<file path="src/rtl/mtr_spd_sched.sv">
// mtr_spd_sched: speed-command sequencer in front of mtr_drv.
// Slew-limits left/right speed targets into lft_spd/rght_spd and owns the
// overcurrent recovery policy (force neutral, cool down, re-ramp, and latch a
// fault after MAX_RETRY shutdowns).
//
// Ports:
//   clk, rst_n          - clock, asynchronous active-low reset
//   en                  - motor enable; 0 ramps both channels to neutral
//   lft_tgt, rght_tgt   - target speeds, offset binary (12'h800 = neutral)
//   OVR_I_shtdwn        - overcurrent shutdown level from mtr_drv
//   clr_fault           - single-cycle fault clear request (honoured with en=0)
//   lft_spd, rght_spd   - registered speed commands to mtr_drv
//   at_tgt              - both commands equal their effective targets (RUN only)
//   fault               - retries exhausted, latched until cleared
//   retry_cnt           - shutdowns counted since the last IDLE
module mtr_spd_sched #(
  parameter logic [11:0] STEP      = 12'h010,
  parameter int unsigned UPD_DIV   = 1024,
  parameter int unsigned COOL_CYC  = 1_000_000,
  parameter int unsigned MAX_RETRY = 3
) (
  input  logic        clk,
  input  logic        rst_n,
  input  logic        en,
  input  logic [11:0] lft_tgt,
  input  logic [11:0] rght_tgt,
  input  logic        OVR_I_shtdwn,
  input  logic        clr_fault,
  output logic [11:0] lft_spd,
  output logic [11:0] rght_spd,
  output logic        at_tgt,
  output logic        fault,
  output logic [2:0]  retry_cnt
);

  localparam int unsigned SPD_W  = 12;
  localparam int unsigned CNT_W  = 3;
  localparam int unsigned DIV_W  = (UPD_DIV > 1) ? $clog2(UPD_DIV) : 1;
  localparam int unsigned COOL_W = (COOL_CYC > 1) ? $clog2(COOL_CYC) : 1;

  localparam logic [SPD_W-1:0]  NEUTRAL   = 12'h800;
  localparam logic [DIV_W-1:0]  DIV_LAST  = DIV_W'(UPD_DIV - 1);
  localparam logic [COOL_W-1:0] COOL_LAST = COOL_W'(COOL_CYC - 1);
  localparam logic [CNT_W-1:0]  RETRY_LIM = CNT_W'(MAX_RETRY);

  typedef enum logic [1:0] {
    IDLE  = 2'd0,
    RUN   = 2'd1,
    COOL  = 2'd2,
    FAULT = 2'd3
  } state_t;

  state_t             state_q, state_n;
  logic [DIV_W-1:0]   div_q, div_n;
  logic [COOL_W-1:0]  cool_q, cool_n;
  logic [SPD_W-1:0]   lft_n, rght_n;
  logic [SPD_W-1:0]   eff_lft, eff_rght;
  logic [CNT_W-1:0]   retry_n;
  logic               at_tgt_n;
  logic               fault_n;

  // Move spd toward tgt by at most STEP; comparing first avoids wrap/overshoot.
  function automatic logic [SPD_W-1:0] slew(input logic [SPD_W-1:0] spd,
                                             input logic [SPD_W-1:0] tgt);
    logic [SPD_W-1:0] diff;
    diff = '0;
    if (tgt > spd) begin
      diff = tgt - spd;
      slew = (diff > STEP) ? spd + STEP : tgt;
    end else begin
      diff = spd - tgt;
      slew = (diff > STEP) ? spd - STEP : tgt;
    end
  endfunction

  // Disabled motor ramps toward neutral.
  assign eff_lft  = en ? lft_tgt  : NEUTRAL;
  assign eff_rght = en ? rght_tgt : NEUTRAL;

  // State and output registers.
  always_ff @(posedge clk or negedge rst_n) begin
    if (!rst_n) begin
      state_q   <= IDLE;
      div_q     <= '0;
      cool_q    <= '0;
      lft_spd   <= NEUTRAL;
      rght_spd  <= NEUTRAL;
      at_tgt    <= 1'b0;
      fault     <= 1'b0;
      retry_cnt <= '0;
    end else begin
      state_q   <= state_n;
      div_q     <= div_n;
      cool_q    <= cool_n;
      lft_spd   <= lft_n;
      rght_spd  <= rght_n;
      at_tgt    <= at_tgt_n;
      fault     <= fault_n;
      retry_cnt <= retry_n;
    end
  end

  // Next-state and next-output logic.
  always_comb begin
    state_n  = state_q;
    div_n    = div_q;
    cool_n   = cool_q;
    lft_n    = lft_spd;
    rght_n   = rght_spd;
    retry_n  = retry_cnt;
    at_tgt_n = 1'b0;

    unique case (state_q)
      IDLE: begin
        lft_n   = NEUTRAL;
        rght_n  = NEUTRAL;
        retry_n = '0;
        if (en) begin
          state_n = RUN;
          div_n   = '0;
        end
      end

      RUN: begin
        if (OVR_I_shtdwn) begin
          // Overcurrent outranks everything else in RUN.
          lft_n   = NEUTRAL;
          rght_n  = NEUTRAL;
          retry_n = retry_cnt + CNT_W'(1);
          if (retry_n < RETRY_LIM) begin
            state_n = COOL;
            cool_n  = '0;
          end else begin
            state_n = FAULT;
          end
        end else if (!en && (lft_spd == NEUTRAL) && (rght_spd == NEUTRAL)) begin
          state_n = IDLE;
          retry_n = '0;
        end else begin
          at_tgt_n = (lft_spd == eff_lft) && (rght_spd == eff_rght);
          if (div_q == DIV_LAST) begin
            div_n  = '0;
            lft_n  = slew(lft_spd, eff_lft);
            rght_n = slew(rght_spd, eff_rght);
          end else begin
            div_n = div_q + DIV_W'(1);
          end
        end
      end

      COOL: begin
        lft_n  = NEUTRAL;
        rght_n = NEUTRAL;
        if (cool_q == COOL_LAST) begin
          state_n = RUN;
          div_n   = '0;
        end else begin
          cool_n = cool_q + COOL_W'(1);
        end
      end

      FAULT: begin
        lft_n  = NEUTRAL;
        rght_n = NEUTRAL;
        if (clr_fault && !en) begin
          state_n = IDLE;
          retry_n = '0;
        end
      end

      default: begin
        state_n = IDLE;
      end
    endcase

    fault_n = (state_n == FAULT);
  end

endmodule

</file>
<file path="config.mk">
export PLATFORM = sky130hd
export DESIGN_NAME = mtr_spd_sched
export DESIGN_NICKNAME = d
export VERILOG_FILES = /design/src/rtl/mtr_spd_sched.sv
export SDC_FILE = /design/constraint.sdc
export NUM_CORES = 1
export LEC_CHECK = 0
export CAP_MARGIN = 20
export CORE_AREA = 2 2 129 131
export CTS_BUF_LIST = sky130_fd_sc_hd__clkbuf_4
export DETAILED_ROUTE_END_ITERATION = 12
export DIE_AREA = 0 0 131 133
export GPL_TIMING_DRIVEN = 0
export PLACE_DENSITY = 0.67
export REMOVE_ABC_BUFFERS = 1
export SYNTH_ARGS = -nofsm -noshare
export SYNTH_HDL_FRONTEND = slang
export SYNTH_SLANG_ARGS = --single-unit
</file>
<file path="constraint.sdc">
create_clock -name clk -period 5.1 [get_ports clk]
set_clock_uncertainty 0.15 [all_clocks]
set_input_delay 0.765 -clock clk [delete_from_list [all_inputs] [get_ports clk]]
set_output_delay 0.765 -clock clk [all_outputs]
set_load 0.005 [all_outputs]
</file>
==> results of run 1 <==
==> worst register-to-register path, delay by kind of cell (launching register included) <==
family	cells	cell delay, ns
and+or+nand+nor	4	1.50
AOI/OAI and AO/OA	4	1.14
adders and majority gates	1	0.62
DFF	1	0.53
==> cells in the mapped netlist, types with 7 or more instances <==
master and count:
nand3_1 39, o21ai_1 7, a31oi_1 9, o31ai_1 12
nor3_1 15, buf_2 11, a21o_1 12, o22ai_1 8
nand2_1 86, nor2_1 72, and3_1 15, o211ai_1 12
o21ai_0 47, a211oi_1 9, a21oi_1 57, or3_1 13
dfrtp_1 59, nor2b_1 13, and2_1 13, xnor2_1 25
xor2_1 20, nor4_1 8, nand2b_1 15, ha_1 41
clkbuf_1 16, inv_1 41, nand4_1 16
==> flip-flops by register name (all words and copies together), names as in the netlist <==
name and cells:
retry_cnt 3, cool_q 20, lft_spd 12, at_tgt 1
div_q 10, state_q 2, fault 1, rght_spd 12
==> placed cells by master, fill, tap and decap left out, types with 13 or more instances in the layout <==
cell type	count
and3_1	15
xnor2_1	25
nand2_1	86
nand3_1	39
nor2_1	72
xor2_1	20
or3_1	13
nor2b_1	13
and2_1	13
dfrtp_1	59
clkdlybuf4s50_1	55
a21oi_1	57
inv_1	41
nand4_1	16
o21ai_0	47
ha_1	41
nand2b_1	15
nor3_1	15
==> per-layer routing <==
metal	part of all wire	up-vias	track usage
met1	0.46	3011	0.298
met2	0.47	200	0.336
met3	0.063	17	0.0477
met5	0	-	0
met4	0.010	0	0.0414
li1	-	3149	-
==> final cells by class <==
cell class | instances | area, sq um
Timing Repair Buffer | 60 | 612
Multi-Input combinational cell | 687 | 4490
Fill cell | 1649 | 9010
Inverter | 42 | 158
Clock inverter | 5 | 28.8
Sequential cell | 61 | 1530
Clock buffer | 10 | 75.1
Tap cell | 220 | 275
==> worst max-delay path by stage <==
stage	endpoint	from	slack, ns	cells after the start
final	lft_spd[4]$_DFFE_PN0P_	lft_tgt[6]	0.68	11
after CTS	lft_spd[4]$_DFFE_PN0P_	en	0.82	13
after global routing	lft_spd[4]$_DFFE_PN0P_	lft_tgt[5]	0.50	11
after global placement	lft_spd[4]$_DFFE_PN0P_	en	-1.54	12
after detailed placement	lft_spd[4]$_DFFE_PN0P_	lft_tgt[5]	0.37	11
after floorplan	rght_spd[3]$_DFFE_PN0P_	rght_tgt[9]	1.43	12
==> power groups by stage <==
stage                     registers [uW]  clock network (uW)  logic, uW
after global routing                 566                 316        627
after detailed placement             567                   0        554
final                                558                 288        560
after floorplan                      559                   0        379
after CTS                            558                 297        558
after global placement               567                   0        542
==> cell families after synthesis <==
family | count (synthesis) | share of synthesized area
flip-flops | 61 | 0.241
AO/OA/AOI/OAI | 250 | 0.273
AND/OR/NAND/NOR | 346 | 0.284
adder cells (fa/ha/maj) | 41 | 0.0810
multiplexers | 5 | 0.00849
buffers and inverters | 76 | 0.0504
XOR/XNOR | 45 | 0.0622
==> metrics by stage <==
step,utilization,instance area (sq um)
finish,0.443,7160
detailed placement,0.437,7060
floorplan,-,6170
CTS,0.443,7160
global route,0.443,7160
global placement,0.434,7020
==> flow_metrics.py, run 1 <==
metrics = {
    "floorplan": {
        "rows": 47,
        "io-pin-count": 58,
        "dieArea_sq_um": 17400,
        "core-area_sq_um": 16200,
        "start_util": 0.392,
        "die_h_um": 133,
        "die_w_um": 131,
    },
    "place": {
        "post-place-ws_ns": 0.371,
        "gp_congestion": 0.938,
        "port-buffer-count": 57,
        "dp_cells": 1070,
        "hpwlAfterDp_um": 13900,
    },
    "clock_network": {
        "holdBufCountCts": 0,
        "clock_sinks": 61,
        "clk_latency_ns": 0.43,
        "cts_made_buffers": 9,
        "cts-root-buf": "clkbuf_4",
        "cts_buffer_depth": 2,
        "cts_tree": "done",
        "clk_pin_slew_ns": 0.11,
        "htree_num_levels": 3,
        "post-cts-setup-buffer-count": 0,
        "cts_resized": 0,
    },
    "worst_setup_path": {
        "worstSetupPathType": "in2reg",
        "reg2reg_to": "lft_spd[4]$_DFFE_PN0P_",
        "r2r_slack_ns": 1.03,
        "r2r_cells": 9,
        "crit_path_max_fanout": 14,
        "crit_arrival_ns": 4.59,
        "start_kind": "input pin",
        "regToRegStartpoint": "lft_spd[6]$_DFFE_PN0P_",
        "path_buf_inv": 1,
        "worst-endpoint-required_ns": 5.26,
        "crit_chain": "clkdlybuf4s50_1 -> nand2_1 -> ha_1 -> nand4_1 -> a21oi_1 -> o31a_1 -> a31oi_1 -> nor4_2 -> nand3_1 -> and2_1 -> a311o_1",
        "critPathCaptureType": "flip-flop",
        "slowest_stage": "nor4_2",
        "slowest_delay_ns": 0.69,
        "cpLargestDelayFamily": "simple AND/OR/NAND/NOR gates",
    },
    "layout": {
        "final_cells": 1085,
        "area_growth_pct": 13.1,
        "diodes": 0,
        "fin_nets": 931,
        "drive_gt1_frac": 0.0462,
    },
    "route": {
        "drtAntennaViolNets": 0,
        "drc": 0,
        "vias_per_cell": 5.88,
        "drt_iter0_drc": 567,
        "dr.pass1.iters": 5,
        "wl_per_cell_um": 16.8,
        "vias": 6377,
        "wirelength_um": 18200,
    },
    "timing": {
        "hold_violations": 0,
        "rsz0062_at_grt": "no",
        "holdWs_ns": 0.215,
        "finalCritPeriodShare": 0.867,
        "tightest_slew_ns": 0.921,
        "max_freq_mhz": 226,
        "worst_slack_ns": 0.678,
        "fin_crit_ns": 4.42,
        "slew_headroom": 0.383,
        "tns_ns": 0,
        "setup_viol": 0,
        "report.final.slew_viol_count": 0,
    },
    "logic_synthesis": {
        "syn_avg_cell_area_sq_um": 7.69,
        "yosys.area.top_type_share": 0.233,
        "ys.flop_type": "dfrtp_1",
        "synth_cell_type_count": 85,
        "synth-edff-count": 0,
        "synthTopCellsByArea": "dfrtp_1 (23%), ha_1 (8.1%), nand2_1 (5.1%), a21oi_1 (4.5%), nor2_1 (4.3%)",
        "yosys_warnings": 0,
        "syn-instance-count": 824,
        "synth_seq_cells": 61,
        "synth_async_sr_flop_share": 1.00,
        "yosys.area.top_type": "dfrtp_1",
        "syn_area_sq_um": 6330,
        "seq_area_frac_synth": 0.241,
    },
    "outcome": {
        "status": "completed",
    },
    "hold_path": {
        "hold_path.class": "in2async",
    },
    "grt": {
        "grt_antenna_before_repair": 0,
        "grt_start_max_net_pins": 44,
        "first_global_vias": 5892,
        "track_usage": 0.212,
        "grt.overflow.total": 0,
        "grt_first_pass_wirelength_um": 29600,
    },
    "power_and_ir_drop": {
        "clockPowerShare": 0.205,
        "p_seq_frac": 0.397,
        "finalPower_uw": 1410,
        "internal_power_uw": 830,
        "swShare": 0.409,
        "p_leak_uw": 0.00308,
        "peakVddDrop_mv": 0.218,
        "switching_power_uw": 575,
        "p_comb_frac": 0.399,
        "power_density_nw_per_um2": 196,
    },
    "job": {
        "max-cap-violations": 0,
    },
}
(Power assumes the default switching activity.)
==> run 2, diff against run 1 <==
--- a/config.mk
+++ b/config.mk
@@ -5,7 +5,6 @@
 export SDC_FILE = /design/constraint.sdc
 export NUM_CORES = 1
 export LEC_CHECK = 0
-export CAP_MARGIN = 20
 export CORE_AREA = 2 2 129 131
 export CTS_BUF_LIST = sky130_fd_sc_hd__clkbuf_4
 export DETAILED_ROUTE_END_ITERATION = 12
==> flow_metrics.py, run 2 (synthesized netlist as in run 1, its figures left out) <==
metrics = {
    "worst_setup_path": {
        "start_kind": "input pin",
        "critPathCaptureType": "flip-flop",
        "reg2reg_to": "lft_spd[4]$_DFFE_PN0P_",
        "regToRegStartpoint": "lft_spd[6]$_DFFE_PN0P_",
        "crit_path_max_fanout": 14,
        "slowest_delay_ns": 0.67,
        "r2r_cells": 9,
        "worst-endpoint-required_ns": 5.24,
        "crit_arrival_ns": 4.58,
        "r2r_slack_ns": 1.06,
        "crit_chain": "clkdlybuf4s50_1 -> nand2_1 -> ha_1 -> nand4_1 -> a21oi_1 -> o31a_1 -> a31oi_1 -> nor4_2 -> nand3_1 -> and2_1 -> a311o_1",
        "slowest_stage": "nor4_2",
        "worstSetupPathType": "in2reg",
        "endpoint": "lft_spd[4]$_DFFE_PN0P_",
        "crit_start": "lft_tgt[6]",
    },
    "route": {
        "wirelength_um": 18100,
        "drt_iter0_drc": 529,
        "wl_per_cell_um": 16.7,
        "vias": 6401,
        "drtAntennaViolNets": 0,
        "vias_per_cell": 5.90,
        "dr.pass1.iters": 5,
        "drc": 0,
    },
    "outcome": {
        "status": "completed",
    },
    "timing": {
        "setup_viol": 0,
        "report.final.slew_viol_count": 0,
        "holdWs_ns": 0.250,
        "tns_ns": 0,
        "finalCritPeriodShare": 0.871,
        "hold_violations": 0,
        "tightest_slew_ns": 1.26,
        "rsz0062_at_grt": "no",
        "slew_headroom": 0.159,
        "max_freq_mhz": 225,
        "fin_crit_ns": 4.44,
    },
    "floorplan": {
        "core-area_sq_um": 16200,
        "die_h_um": 133,
        "rows": 47,
        "die_w_um": 131,
        "start_util": 0.392,
        "io-pin-count": 58,
        "dieArea_sq_um": 17400,
    },
    "clock_network": {
        "clock_sinks": 61,
        "htree_num_levels": 3,
        "cts_tree": "done",
        "post-cts-setup-buffer-count": 0,
        "cts-root-buf": "clkbuf_4",
        "cts_made_buffers": 9,
        "cts_resized": 0,
        "cts_buffer_depth": 2,
        "holdBufCountCts": 0,
        "clk_latency_ns": 0.40,
        "clk_pin_slew_ns": 0.11,
    },
    "layout": {
        "diodes": 0,
        "drive_gt1_frac": 0.0451,
        "largest_register_ffs": 20,
        "fin_nets": 930,
        "top_register": "cool_q",
        "layout_common_cells": "nand2_1 (86), nor2_1 (72), dfrtp_1 (59)",
        "final_common_cell": "nand2_1",
        "fin_util": 0.444,
        "final.fill_count": 1661,
        "largestRegisters": "cool_q x20, lft_spd x12, rght_spd x12",
        "area_growth_pct": 13.3,
    },
    "place": {
        "hpwlAfterDp_um": 13900,
        "port-buffer-count": 57,
        "gp_congestion": 0.938,
    },
    "power_and_ir_drop": {
        "power_density_nw_per_um2": 200,
        "p_comb_frac": 0.385,
        "swShare": 0.389,
        "switching_power_uw": 559,
        "p_leak_uw": 0.00309,
        "p_seq_frac": 0.389,
        "peakVddDrop_mv": 0.216,
        "clockPowerShare": 0.226,
        "internal_power_uw": 876,
    },
    "job": {
        "max-cap-violations": 0,
    },
    "grt": {
        "use_met2": 0.332,
        "grt.busiest_layer": "met2",
        "grt.overflow.total": 0,
        "grt_first_pass_wirelength_um": 29500,
        "grt_use_met1": 0.302,
        "grt_antenna_before_repair": 0,
        "first_global_vias": 5772,
        "grt_start_max_net_pins": 44,
        "track_usage": 0.210,
        "use_met3": 0.0477,
    },
    "hold_path": {
        "hold_path.class": "in2async",
    },
}
==> run 2: cell types whose count changed in the layout (fill, tap and decap cells not counted), sizes merged <==
| cell | before | now |
|---|---|---|
| buf | 5 | 4 |
| bufinv | 0 | 1 |
| clkinv | 3 | 4 |
| clkinvlp | 2 | 0 |
==> run 2: metrics by stage <==
step	total power, uW	instances	cell area, sq um	setup slack (ns)
after floorplan	938	790	6170	1.43
after global placement	1110	1067	7020	-1.54
after detailed placement	1120	1069	7050	0.380
after CTS	1450	1084	7180	0.809
after global routing	1550	1084	7180	0.475
final	1440	1084	7180	0.660
==> run 2: how the worst min path moves through the flow <==
stage,slack (ns),endpoint,cells past startpoint,start
finish,0.25,cool_q[10]$_DFFE_PN0P_,1,rst_n
detailed placement,0.33,div_q[1]$_DFFE_PN0P_,2,div_q[1]$_DFFE_PN0P_
global placement,0.33,div_q[1]$_DFFE_PN0P_,2,div_q[1]$_DFFE_PN0P_
floorplan,0.31,div_q[1]$_DFFE_PN0P_,2,div_q[1]$_DFFE_PN0P_
global route,0.29,div_q[3]$_DFFE_PN0P_,1,rst_n
CTS,0.24,cool_q[10]$_DFFE_PN0P_,1,rst_n
==> run 2: area by class of cell <==
type | count | area [sq um] | area share
well taps | 220 | 275 | 0.0384
clock buffers | 10 | 75.1 | 0.0105
inverters | 42 | 158 | 0.0220
flip-flops and latches | 61 | 1530 | 0.213
clock inverters | 5 | 52.6 | 0.00732
multi-input cells | 687 | 4490 | 0.625
repair buffers | 59 | 601 | 0.0837
==> run 2: layer usage <==
layer / routed length, um / part of all wire
met1: 8370 / 0.46
met2: 8490 / 0.47
met3: 1170 / 0.064
met4: 127 / 0.0070
met5: 0 / 0
==> run 2: critical path: cells and delay by family <==
family,cells,cell delay [ns]
simple gates,5,1.61
buf+inv,1,0.46
fa+ha+maj,1,0.61
compound gates,4,1.13
==> run 2: power groups by stage <==
stage          clock [uW]  combinational [uW]  sequential [uW]
5_1_grt               358                 622              567
2_1_floorplan           0                 379              559
6_report              325                 552              558
4_1_cts               336                 551              558
3_5_place_dp            0                 548              567
3_3_place_gp            0                 542              567
==> run 3, diff against run 2 <==
--- a/config.mk
+++ b/config.mk
@@ -9,7 +9,7 @@
 export CTS_BUF_LIST = sky130_fd_sc_hd__clkbuf_4
 export DETAILED_ROUTE_END_ITERATION = 12
 export DIE_AREA = 0 0 131 133
-export GPL_TIMING_DRIVEN = 0
+export GPL_ROUTABILITY_DRIVEN = 0
 export PLACE_DENSITY = 0.67
 export REMOVE_ABC_BUFFERS = 1
 export SYNTH_ARGS = -nofsm -noshare
==> flow_metrics.py, run 3 (synthesized netlist as in run 1, its figures left out) <==
metrics = {
    "clock_network": {
        "cts-root-buf": "clkbuf_4",
        "cts_tree": "done",
        "holdBufCountCts": 0,
        "cts_resized": 0,
        "clock_sinks": 61,
        "post-cts-setup-buffer-count": 0,
        "cts_buffer_depth": 2,
        "cts_made_buffers": 9,
        "clk_latency_ns": 0.43,
        "clk_pin_slew_ns": 0.12,
        "htree_num_levels": 3,
    },
    "worst_setup_path": {
        "worstSetupPathType": "in2reg",
        "regToRegStartpoint": "rght_spd[9]$_DFFE_PN0P_",
        "reg2reg_to": "rght_spd[9]$_DFFE_PN0P_",
        "worst-endpoint-required_ns": 5.25,
        "start_kind": "input pin",
        "crit_path_max_fanout": 25,
        "r2r_cells": 11,
        "crit_arrival_ns": 4.45,
        "r2r_slack_ns": 1.10,
        "critPathCaptureType": "flip-flop",
    },
    "outcome": {
        "status": "completed",
    },
    "grt": {
        "grt.busiest_layer": "met2",
        "grt_start_max_net_pins": 62,
        "use_met2": 0.331,
        "track_usage": 0.214,
        "use_met3": 0.0441,
        "grt_antenna_before_repair": 0,
        "grt_use_met1": 0.300,
        "first_global_vias": 5936,
        "grt.overflow.total": 0,
        "grt_first_pass_wirelength_um": 30000,
    },
    "place": {
        "place_area_sq_um": 7100,
        "hpwlAfterDp_um": 14100,
        "post-place-ws_ns": 0.444,
        "port-buffer-count": 57,
    },
    "timing": {
        "tightest_slew_ns": 0.835,
        "fin_crit_ns": 4.30,
        "worst_slack_ns": 0.801,
        "max_freq_mhz": 233,
        "hold_violations": 0,
        "tns_ns": 0,
        "setup_viol": 0,
        "rsz0062_at_grt": "no",
        "slew_headroom": 0.441,
        "finalCritPeriodShare": 0.843,
        "report.final.slew_viol_count": 0,
    },
    "power_and_ir_drop": {
        "switching_power_uw": 583,
        "power_density_nw_per_um2": 197,
        "p_seq_frac": 0.392,
        "clockPowerShare": 0.211,
        "internal_power_uw": 838,
        "p_leak_uw": 0.00311,
        "p_comb_frac": 0.397,
        "finalPower_uw": 1420,
        "swShare": 0.410,
        "peakVddDrop_mv": 0.217,
    },
    "hold_path": {
        "hold_path.class": "in2async",
    },
    "route": {
        "wirelength_um": 18500,
        "wl_per_cell_um": 16.9,
        "drtAntennaViolNets": 0,
        "vias_per_cell": 6.02,
        "dr.pass1.iters": 5,
        "drt_iter0_drc": 623,
        "drc": 0,
        "vias": 6580,
    },
    "floorplan": {
        "dieArea_sq_um": 17400,
        "die_w_um": 131,
        "rows": 47,
        "die_h_um": 133,
        "io-pin-count": 58,
        "core-area_sq_um": 16200,
        "start_util": 0.392,
    },
    "job": {
        "max-cap-violations": 0,
    },
    "layout": {
        "multi_input_area_sq_um": 4490,
        "drive_gt1_frac": 0.0561,
        "final.fill_count": 1640,
        "stdcell_area_sq_um": 7210,
        "top_register": "cool_q",
        "seq_area_sq_um": 1530,
        "fin_util": 0.446,
        "fin_nets": 938,
        "diodes": 0,
        "layout_common_cells": "nand2_1 (86), nor2_1 (72), dfrtp_1 (59)",
        "largest_register_ffs": 20,
        "largestRegisters": "cool_q x20, lft_spd x12, rght_spd x12",
        "area_growth_pct": 13.8,
        "final_common_cell": "nand2_1",
    },
}
[run 3: cell count changes in the layout (fill, tap and decap cells not counted), sizes merged]
cell	delta
buf	+8
bufinv	-1
clkinv	-1
inv	+1
clkinvlp	+2
[run 3: cell type report]
cell class | instances | share of cell area
Timing Repair Buffer | 67 | 0.0899
Sequential cell | 61 | 0.212
Clock inverter | 6 | 0.00538
Multi-Input combinational cell | 687 | 0.622
Inverter | 42 | 0.0219
Tap cell | 220 | 0.0382
Clock buffer | 10 | 0.0104
[run 3: worst max-delay path: stages]
cell	delay, ns
buf_2	0.36
buf_12	0.24
nand2_1	0.13
ha_1	0.44
and4b_1	0.26
a221oi_2	0.22
o21ai_1	0.19
xnor2_1	0.16
or4_4	0.53
nor4_4	0.29
or2b_1	0.30
o21ai_0	0.15
o32ai_1	0.40
[run 3: power groups by stage]
stage	registers, uW	logic [uW]	clock network (uW)
2_1_floorplan	559	379	0
3_3_place_gp	567	557	0
3_5_place_dp	568	559	0
4_1_cts	559	563	310
5_1_grt	566	631	324
6_report	557	564	300
[run 3: how the worst max path moves through the flow]
stage / start / to / slack, ns / cells after the start
after global routing: en / rght_spd[9]$_DFFE_PN0P_ / 0.54 / 13
after CTS: en / rght_spd[9]$_DFFE_PN0P_ / 0.87 / 13
final: en / rght_spd[9]$_DFFE_PN0P_ / 0.80 / 13
after floorplan: rght_tgt[9] / rght_spd[3]$_DFFE_PN0P_ / 1.43 / 12
after global placement: lft_tgt[2] / lft_spd[7]$_DFFE_PN0P_ / 0.48 / 12
after detailed placement: en / rght_spd[11]$_DFFE_PN1P_ / 0.44 / 13
[run 3: per-stage QoR]
step | hold WS, ns | cells
after floorplan | 0.307 | 790
after global placement | 0.328 | 1077
after detailed placement | 0.341 | 1077
after CTS | 0.349 | 1093
after global routing | 0.397 | 1093
final | 0.342 | 1093
[run 3: routing by layer]
layer	part of all wire	wire length (um)
met1	0.45	8340
met2	0.45	8400
met3	0.071	1320
met4	0.023	425
met5	0	0
